$ cat config.mk
export PLATFORM = sky130hd
export DESIGN_NAME = arduino_poll_ctrl
export DESIGN_NICKNAME = d
export VERILOG_FILES = /design/src/rtl/uart_link_pkg.sv /design/src/rtl/arduino_frame_collect.sv /design/src/rtl/arduino_poll_ctrl.sv
export SDC_FILE = /design/constraint.sdc
export NUM_CORES = 1
export LEC_CHECK = 0
export CAP_MARGIN = 30
export CORE_MARGIN = 5
export CORE_UTILIZATION = 55
export CTS_BUF_LIST = sky130_fd_sc_hd__clkbuf_8
export CTS_CLUSTER_SIZE = 10
export DETAILED_ROUTE_END_ITERATION = 8
export PLACE_DENSITY = 0.76
export SLEW_MARGIN = 20
export SYNTH_ARGS = -nofsm -noshare
export SYNTH_HDL_FRONTEND = slang
export SYNTH_SLANG_ARGS = --single-unit
$ cat constraint.sdc
create_clock -name clk -period 2.02 [get_ports clk]
set_input_delay 0.303 -clock clk [delete_from_list [all_inputs] [get_ports clk]]
set_output_delay 0.303 -clock clk [all_outputs]
set_load 0.02 [all_outputs]
$ cat src/rtl/uart_link_pkg.sv
// Shared types and constants for the Arduino sensor-board UART link.
// No ports: provides the controller state encoding, the reply header bytes,
// the reply length and a saturating 8-bit increment.
package uart_link_pkg;

    typedef enum logic [2:0] {
        IDLE  = 3'd0,
        SEND0 = 3'd1,
        WAIT0 = 3'd2,
        SEND1 = 3'd3,
        WAIT1 = 3'd4,
        RECV  = 3'd5,
        FAIL  = 3'd6
    } state_t;

    localparam logic [7:0] HDR0      = 8'hAA;
    localparam logic [7:0] HDR1      = 8'hBB;
    localparam int         FRAME_LEN = 6;

    function automatic logic [7:0] sat_inc8(input logic [7:0] v);
        return (v == 8'hFF) ? v : v + 8'd1;
    endfunction

endpackage

$ cat src/rtl/arduino_frame_collect.sv
// Reply frame collector: stores the first FRAME_LEN-1 reply bytes and flags
// the final byte together with the header verdict.
// Ports:
//   clk, rst_n  clock, async active-low reset
//   clear       hold the byte index at 0 (asserted whenever not receiving)
//   capture     a reply byte is present on data this cycle
//   data        reply byte from uart_rx
//   done        final byte of the frame is being captured this cycle
//   good        stored header matches HDR0/HDR1
//   heading     {byte2, byte3}
//   distance    {byte4, live byte5}
module arduino_frame_collect
    import uart_link_pkg::*;
(
    input  logic        clk,
    input  logic        rst_n,
    input  logic        clear,
    input  logic        capture,
    input  logic [7:0]  data,
    output logic        done,
    output logic        good,
    output logic [15:0] heading,
    output logic [15:0] distance
);

    localparam int LAST = FRAME_LEN - 1;

    logic [2:0] idx;
    logic [7:0] store [LAST];

    always_ff @(posedge clk or negedge rst_n) begin
        if (!rst_n) begin
            idx <= '0;
            for (int i = 0; i < LAST; i++) store[i] <= '0;
        end else if (clear) begin
            idx <= '0;
        end else if (capture && (idx < 3'(LAST))) begin
            store[idx] <= data;
            idx        <= idx + 3'd1;
        end
    end

    // The last byte is never stored; it is consumed straight from the input
    // so the result can be published on the edge that samples it.
    assign done     = capture && (idx == 3'(LAST));
    assign good     = (store[0] == HDR0) && (store[1] == HDR1);
    assign heading  = {store[2], store[3]};
    assign distance = {store[4], data};

endmodule

$ cat src/rtl/arduino_poll_ctrl.sv
// Request/response controller for the Arduino sensor board: periodically sends
// the 2-byte poll command, collects and validates the 6-byte reply, retries on
// timeout or bad header, and publishes heading/distance.
// Ports:
//   clk, rst_n              clock, async active-low reset
//   enable_i                polling enable
//   tx_data_o, tx_start_o   byte and start pulse to uart_tx
//   tx_done_i               end-of-byte pulse from uart_tx
//   rx_data_i, rx_valid_i   byte and valid pulse from uart_rx
//   heading_o, distance_o   last good sample
//   sample_valid_o          one-cycle update strobe
//   link_up_o               link status
//   timeout_cnt_o           saturating count of timed-out attempts
//   bad_frame_cnt_o         saturating count of bad-header frames
//   state_o                 FSM state for debug
//
// state | meaning
// IDLE  | waiting for a pending poll
// SEND0 | start pulse for the first command byte
// WAIT0 | first byte in flight
// SEND1 | start pulse for the second command byte
// WAIT1 | second byte in flight
// RECV  | collecting the reply, timeout running
// FAIL  | attempt failed: retry or give up
module arduino_poll_ctrl
    import uart_link_pkg::*;
#(
    parameter int         POLL_CYCLES    = 5_000_000,
    parameter int         TIMEOUT_CYCLES = 2_000_000,
    parameter int         MAX_RETRIES    = 3,
    parameter logic [7:0] CMD_B0         = 8'hAA,
    parameter logic [7:0] CMD_B1         = 8'h00
) (
    input  logic        clk,
    input  logic        rst_n,
    input  logic        enable_i,
    output logic [7:0]  tx_data_o,
    output logic        tx_start_o,
    input  logic        tx_done_i,
    input  logic [7:0]  rx_data_i,
    input  logic        rx_valid_i,
    output logic [15:0] heading_o,
    output logic [15:0] distance_o,
    output logic        sample_valid_o,
    output logic        link_up_o,
    output logic [7:0]  timeout_cnt_o,
    output logic [7:0]  bad_frame_cnt_o,
    output logic [2:0]  state_o
);

    localparam int PW = $clog2(POLL_CYCLES + 1);
    localparam int TW = $clog2(TIMEOUT_CYCLES + 1);

    state_t          state, state_d;
    logic [PW-1:0]   poll_tmr;
    logic            pending;
    logic [TW-1:0]   to_tmr;
    logic [3:0]      retry;
    logic            launch, publish, bad_frame, timed_out, retry_inc, give_up;
    logic            capture, frm_done, frm_good;
    logic [15:0]     frm_heading, frm_distance;

    assign capture = (state == RECV) && rx_valid_i;
    assign state_o = state;

    arduino_frame_collect u_frame (
        .clk      (clk),
        .rst_n    (rst_n),
        .clear    (state != RECV),
        .capture  (capture),
        .data     (rx_data_i),
        .done     (frm_done),
        .good     (frm_good),
        .heading  (frm_heading),
        .distance (frm_distance)
    );

    // A wrap while a poll is already pending is simply absorbed.
    always_ff @(posedge clk or negedge rst_n) begin
        if (!rst_n) begin
            poll_tmr <= '0;
            pending  <= 1'b0;
        end else if (!enable_i) begin
            poll_tmr <= '0;
            pending  <= 1'b0;
        end else begin
            if (poll_tmr == PW'(POLL_CYCLES - 1)) poll_tmr <= '0;
            else                                   poll_tmr <= poll_tmr + 1'b1;
            if (launch)                                 pending <= 1'b0;
            else if (poll_tmr == PW'(POLL_CYCLES - 1)) pending <= 1'b1;
        end
    end

    always_ff @(posedge clk or negedge rst_n) begin
        if (!rst_n)              to_tmr <= '0;
        else if (state != RECV)  to_tmr <= '0;
        else                     to_tmr <= to_tmr + 1'b1;
    end

    always_ff @(posedge clk or negedge rst_n) begin
        if (!rst_n) state <= IDLE;
        else        state <= state_d;
    end

    always_comb begin
        state_d    = state;
        tx_data_o  = 8'h00;
        tx_start_o = 1'b0;
        launch     = 1'b0;
        publish    = 1'b0;
        bad_frame  = 1'b0;
        timed_out  = 1'b0;
        retry_inc  = 1'b0;
        give_up    = 1'b0;
        case (state)
            IDLE: begin
                if (pending && enable_i) begin
                    launch  = 1'b1;
                    state_d = SEND0;
                end
            end
            SEND0: begin
                tx_data_o  = CMD_B0;
                tx_start_o = 1'b1;
                state_d    = WAIT0;
            end
            WAIT0: begin
                tx_data_o = CMD_B0;
                if (tx_done_i) state_d = SEND1;
            end
            SEND1: begin
                tx_data_o  = CMD_B1;
                tx_start_o = 1'b1;
                state_d    = WAIT1;
            end
            WAIT1: begin
                tx_data_o = CMD_B1;
                if (tx_done_i) state_d = RECV;
            end
            RECV: begin
                // A final byte landing on the timeout cycle takes priority.
                if (frm_done) begin
                    if (frm_good) begin
                        publish = 1'b1;
                        state_d = IDLE;
                    end else begin
                        bad_frame = 1'b1;
                        state_d   = FAIL;
                    end
                end else if (to_tmr == TW'(TIMEOUT_CYCLES - 1)) begin
                    timed_out = 1'b1;
                    state_d   = FAIL;
                end
            end
            FAIL: begin
                if (({1'b0, retry} + 5'd1) < 5'(MAX_RETRIES)) begin
                    retry_inc = 1'b1;
                    state_d   = SEND0;
                end else begin
                    give_up = 1'b1;
                    state_d = IDLE;
                end
            end
            default: state_d = IDLE;
        endcase
    end

    always_ff @(posedge clk or negedge rst_n) begin
        if (!rst_n) begin
            retry           <= '0;
            heading_o       <= 16'd0;
            distance_o      <= 16'd30;
            sample_valid_o  <= 1'b0;
            link_up_o       <= 1'b0;
            timeout_cnt_o   <= 8'd0;
            bad_frame_cnt_o <= 8'd0;
        end else begin
            sample_valid_o <= publish;
            if (publish || give_up) retry <= '0;
            else if (retry_inc)     retry <= retry + 4'd1;
            if (publish) begin
                heading_o  <= frm_heading;
                distance_o <= frm_distance;
                link_up_o  <= 1'b1;
            end else if (give_up) begin
                link_up_o <= 1'b0;
            end
            if (timed_out) timeout_cnt_o   <= sat_inc8(timeout_cnt_o);
            if (bad_frame) bad_frame_cnt_o <= sat_inc8(bad_frame_cnt_o);
        end
    end

endmodule

== After elaboration in Yosys (flattened, before gate mapping) ==
Cells that the tools add are included.

* $add $sub $neg: 7
* Magnitude comparators: 4
* Eq/ne operators: 19
* Multiplexer cells: 40
* Bitwise operators: 4
* Reduce and logical (&&, ||, !) cells: 17

{| class="wikitable"
|+ Operators with widths
! cell !! number
|-
| $mux 23 || 2
|-
| $bwmux 40 || 1
|-
| $eq 8x8->1 const B || 4
|-
| $demux 8 s3 || 1
|-
| $mux 3 || 8
|-
| $add 23x1->23 const B || 1
|-
| $eq 23x23->1 const B || 1
|-
| $mux 1 || 22
|-
| $add 21x1->21 const B || 1
|-
| $eq 21x21->1 const B || 1
|-
| $mux 21 || 1
|-
| $pmux 3 s7 || 1
|-
| $add 8x1->8 const B || 2
|-
| $mux 8 || 2
|-
| $eq 3x3->1 const B || 4
|-
| $mux 4 || 2
|-
| $eq 3x2->1 const B || 2
|-
| $logic_and 1x1->1 || 6
|-
| $ne 2x2->1 const B || 3
|-
| $reduce_and 2->1 || 3
|-
| $reduce_bool 2->1 || 3
|-
| $add 4x1->5 const B || 1
|-
| $lt 5x2->1 const B || 1
|-
| $add 4x1->4 const B || 1
|-
| other kinds (14) || 17
|}

* Bits in registers: 145
* Input port bits: 13
* Output and inout bits: 62
* Logic and storage cells: 108

== Logic depth before layout (Yosys ltp) ==
Gate-level depths: netlist of the first run.

* Word-level depth: 7
* Mapped depth: 8
* Mapped depth without buffers: 7

== By module ==
Synthesis of the first run repeated with hierarchy kept, for this count alone.

* Cell total of the unflattened synthesis: 636
* Area, all modules: 6,707.7 µm²

{| class="wikitable"
|+ Modules (own cells, without submodules)
! module !! times used !! cells each !! area each (µm²) !! seq. area each (µm²)
|-
| arduino_poll_ctrl || 1 || 488 || 4,683.2 || 2,557.5
|-
| arduino_frame_collect || 1 || 148 || 2,024.4 || 1,076.0
|}

== Least setup slack after synthesis of the first run ==
No wires, ideal clock.

* Path type: flip-flop to flip-flop
* Start point: register state[1] (netlist: state_o[1])
* End point: register u_frame.store[32] (netlist name)
* Setup time: 0.125 ns
* Arrival: 1.794 ns
* Required time: 1.895 ns
* Path slack: 0.101 ns
* Cell stages (with the launch flop): 6
* Path buffers: 1
* Clock period less this slack: 1.919 ns
* Cells stage by stage: dfrtp_1 > buf_6 > nand3b_4 > or3_4 > nor3_4 > mux2_2

* Word-level cells in the longest chain between the ends: 4
* Elaborated cells between the ends (all ways): 6
* Those cells by class: 2 x eq/ne; 1 x bitwise; 3 x reduce/logical

{| class="wikitable"
|+ RTL lines
! what !! line !! RTL
|-
| start: declaration || arduino_poll_ctrl.sv:54 || <nowiki>state_t state, state_d;</nowiki>
|-
| start signal: assignment || arduino_poll_ctrl.sv:102 || <nowiki>else state <= state_d;</nowiki>
|-
| $eq 3x3->1 || arduino_poll_ctrl.sv:63 || <nowiki>assign capture = (state == RECV) && rx_valid_i;</nowiki>
|-
| $logic_and 1x1->1 || arduino_poll_ctrl.sv:63 ||
|-
| $logic_and 1x1->1 || arduino_frame_collect.sv:37 || <nowiki>end else if (capture && (idx < 3'(LAST))) begin</nowiki>
|-
| $reduce_and 2->1 (no line) (*) || - ||
|-
| end signal: indexed assignment || arduino_frame_collect.sv:38 || <nowiki>store[idx] <= data;</nowiki>
|-
| end: declaration || arduino_frame_collect.sv:29 || <nowiki>logic [7:0] store [LAST];</nowiki>
|}

Every way passes the cells marked *; elsewhere a longest branch is shown, timed or not.
A chain may end at the register's enable or synchronous reset.

== Worst setup path after layout of the first run ==
* Start point: register distance_o[3]
* End point: output port distance_o[3]

{| class="wikitable"
|+ RTL lines
! what !! line !! RTL
|-
| start: declaration || arduino_poll_ctrl.sv:43 || <nowiki>output logic [15:0] distance_o,</nowiki>
|-
| start signal: assignment || arduino_poll_ctrl.sv:183 || <nowiki>distance_o <= frm_distance;</nowiki>
|}

No word-level cell between the ends.

==> results of run 1 <==
## cell type report
type / instances / area (sq um) / area share (%)
clock buffers: 21 / 289 / 3.71
clock inverters: 11 / 113 / 1.45
inverters: 7 / 26.3 / 0.337
multi-input cells: 416 / 2640 / 33.9
flip-flops and latches: 145 / 3630 / 46.7
well taps: 143 / 179 / 2.30
repair buffers: 94 / 912 / 11.7
## layout by cell type, fill, tap and decap left out, types with 6 or more instances in the layout
| master | instances |
|---|---|
| mux2_2 | 41 |
| dfrtp_1 | 140 |
| nand4_1 | 19 |
| and3_1 | 15 |
| ha_1 | 7 |
| buf_4 | 19 |
| a21oi_1 | 9 |
| and4_1 | 8 |
| o21ai_0 | 6 |
| nand2_1 | 124 |
| and2_1 | 6 |
| clkdlybuf4s50_1 | 63 |
| xnor2_1 | 24 |
| inv_1 | 9 |
| nor2_1 | 52 |
| nand3_1 | 25 |
| clkbuf_8 | 21 |
| xor2_1 | 28 |
## cell usage after synthesis, types with 2 or more instances
library cell	instances
clkbuf_1	8
or3_1	3
o32ai_1	2
and4bb_2	2
nor3b_1	2
ha_1	7
nand4b_1	2
nand2_1	124
nand3_1	25
and2_1	6
a211oi_1	2
xnor2_1	24
and3_1	16
nor4_1	3
xor2_1	28
nor3_1	4
o21ai_0	6
dfstp_2	4
nand4_1	19
buf_2	7
inv_1	7
nor4b_1	3
buf_4	7
a21oi_1	10
mux2_2	41
and4b_1	2
nor2_2	2
nor3_2	3
nand2b_1	2
nor2_1	52
dfrtp_1	141
and4_1	8
## through the flow
stage / hold slack, ns / cells / power [mW] / utilization [%]
2_1_floorplan: 0.00741 / 592 / 3.02 / -
3_3_place_gp: 0.237 / 804 / 3.13 / 64.8
3_5_place_dp: 0.238 / 804 / 3.14 / 64.8
4_1_cts: 0.314 / 837 / 5.40 / 68.3
5_1_grt: 0.335 / 837 / 5.56 / 68.2
6_report: 0.342 / 837 / 5.33 / 68.2
## logic make-up (layout without fill, tap and decap cells)
logic type | Yosys count | after routing | share of synthesized area (%)
xor gates and xnor gates | 52 | 52 | 7.11
adders and majority gates | 7 | 7 | 1.37
and+or+nand+nor | 286 | 286 | 22.5
AOI/OAI and AO/OA | 25 | 25 | 2.44
buffers and inverters | 31 | 133 | 2.50
other | 1 | 4 | 0.0585
DFF | 145 | 145 | 56.7
muxes | 42 | 42 | 7.38
## worst max path at each step
stage | startpoint | endpoint | slack (ns) | depth (start not counted)
2_1_floorplan | state_o[1]$_DFFE_PN0P_ | u_frame.store[32]$_DFFE_PN0P_ | 0.10 | 5
5_1_grt | to_tmr[0]$_DFF_PN0_ | timeout_cnt_o[1]$_DFFE_PN0P_ | 0.03 | 6
6_report | distance_o[3]$_DFFE_PN1P_ | distance_o[3] | 0.13 | 1
3_5_place_dp | rx_valid_i | bad_frame_cnt_o[5]$_DFFE_PN0P_ | 0.04 | 6
3_3_place_gp | rx_valid_i | bad_frame_cnt_o[1]$_DFFE_PN0P_ | 0.09 | 5
4_1_cts | state_o[0]$_DFFE_PN0P_ | tx_data_o[5] | -0.05 | 3
## metal layers
layer,vias to the layer above,share of wire (%)
li1,2171,-
met1,2245,43
met2,72,51
met3,22,3.4
met4,0,1.7
met5,-,0
## power by group
part	internal (mW)	switching [mW]	leakage (nW)
clock	1.21	1.04	0.214
sequential	2.91	0.00830	1.99
combinational	0.0486	0.107	1.53
## flip-flops by register name, summed over array words and instances, names as in the netlist
register / cells
u_frame.heading: 16
state_o: 3
link_up_o: 1
u_frame.store: 16
u_frame.idx: 3
retry: 4
bad_frame_cnt_o: 8
sample_valid_o: 1
to_tmr: 21
heading_o: 16
timeout_cnt_o: 8
pending: 1
u_frame.distance: 8
distance_o: 16
poll_tmr: 23
## timing repair
item,in CTS,in global routing
endpoints found under the setup margin,6,6
hold buffers,1,0
hold endpoints to repair,33,0
setup buffers,0,0
gates resized for setup,6,11
==> run_results.csv, run 1 <==
group,metric,value,unit
critical_path,reg2reg_to,"timeout_cnt_o[1]$_DFFE_PN0P_",
detailed_routing,drtIter0Drc,269,
clocking,clk_path_buf_depth,2,
timing,setup_violations,0,
place,dpl_worst_slack,0.0399,ns
place,portBuffers,70,
critical_path,crit_path_end_kind,"primary output",
place,place.gp.congestion,0.847,
clocking,cts_made_buffers,17,
clocking,clkLatencyLatePin,0.44,ns
outcome,status,"finished, final reports clean",
yosys,synth-edff-count,0,
finish,syn_to_final_growth,21.6,%
critical_path,worstPathArrival,1.59,ns
detailed_routing,firstDrtPassIters,4,
critical_path,critPathKind,"register to primary output",
pwr,cellLeakagePower,3.74,nW
global_route,use_met2,34.0,%
critical_path,cp.buffers_inverters,1,
yosys,ys_types,49,
global_route,gr-usage-met1,26.4,%
finish,fill_cells,856,
yosys,synthCells,589,
detailed_routing,final_antenna_net_count,0,
place,post_dp_cell_area,0.00740,sq mm
detailed_routing,wl,13.6,mm
global_route,grt_pass1_wl,23.4,mm
global_route,grt_usage,20.8,%
detailed_routing,wl_per_cell,16.2,microns
yosys,yosysWarnings,0,
timing,finClkSkew,0.00630,ns
detailed_routing,viasPerCell,5.39,
timing,rsz0062_at_grt,"false",
finish,diodes,0,
yosys,async_reset_ff_share,100,%
yosys,yosysTopAreaCellShare,55.1,%
finish,drive_above_1_share,17.1,%
global_route,grt_pass1_vias,4716,
yosys,synthesis.area,0.00641,sq mm
critical_path,r2r_cells,6,
flow_run,maxCapViolCount,0,
timing,final_max_slew_viol_count,0,
hold_path,hold_path.class,"primary input to async pin",
clocking,cts_tree,"built",
clocking,root_buffer,"clkbuf_8",
floorplanning,row_count,39,
pwr,p_per_area,684,mW/mm^2
floorplanning,ioPinCount,75,
clocking,path_clk_slew,0.07,ns
yosys,synth_top_area_cell,"dfrtp_1",
critical_path,worstReg2RegStart,"to_tmr[0]$_DFF_PN0_",
floorplanning,dieArea,0.0139,sq mm
global_route,grtUsageMet3,6.49,%
floorplanning,die_y,118,microns
global_route,grt-ovfl-total,0,
critical_path,critPathTopFamily,"buffers and inverters",
timing,fin_crit,1.89,ns
floorplanning,die_w,118,microns
timing,timing.final.crit_share,93.6,%
global_route,grt_max_degree,41,
pwr,vdd_drop_max,0.000560,V
yosys,synth_ff_type,"dfrtp_1",
finish,nets,701,
yosys,synth_seq_cells,145,
detailed_routing,drc,0,
critical_path,r2r_slack,0.13,ns
yosys,synth.avg_cell_area,10.9,sq um
place,dpl.hpwl,9.52,mm
global_route,busiest_layer,"met2",
detailed_routing,route.vias.total,4510,
timing,fin_tns_setup,0,ns
critical_path,start_kind,"register",
floorplanning,core,0.0114,sq mm
clocking,clock-sinks,145,
timing,fin_ws,0.129,ns
critical_path,crit_path_top_delay_cell,"clkdlybuf4s50_1",
global_route,antenna_found_initial,0,
critical_path,cp_max_fo,2,
timing,hold_viol_final,0,
yosys,synthTopCellsByArea,"dfrtp_1, nand2_1, mux2_2",
clocking,htreeDepth,4,
timing,clock.fmax,0.529,GHz
finish,stdcell_area,0.00779,sq mm
critical_path,required,1.72,ns
critical_path,max_stage_delay,0.62,ns
yosys,yosysSeqAreaShare,56.7,%
floorplanning,start_util,56.1,%
critical_path,crit_chain,"clkdlybuf4s50_1",
Power figures use the tool's default switching activity.
==> inputs of run 2 (changes only) <==
- CTS_CLUSTER_DIAMETER: default -> 40
==> results of run 2 <==
No change in the layout: final DEF, timing and power equal those of run 1.
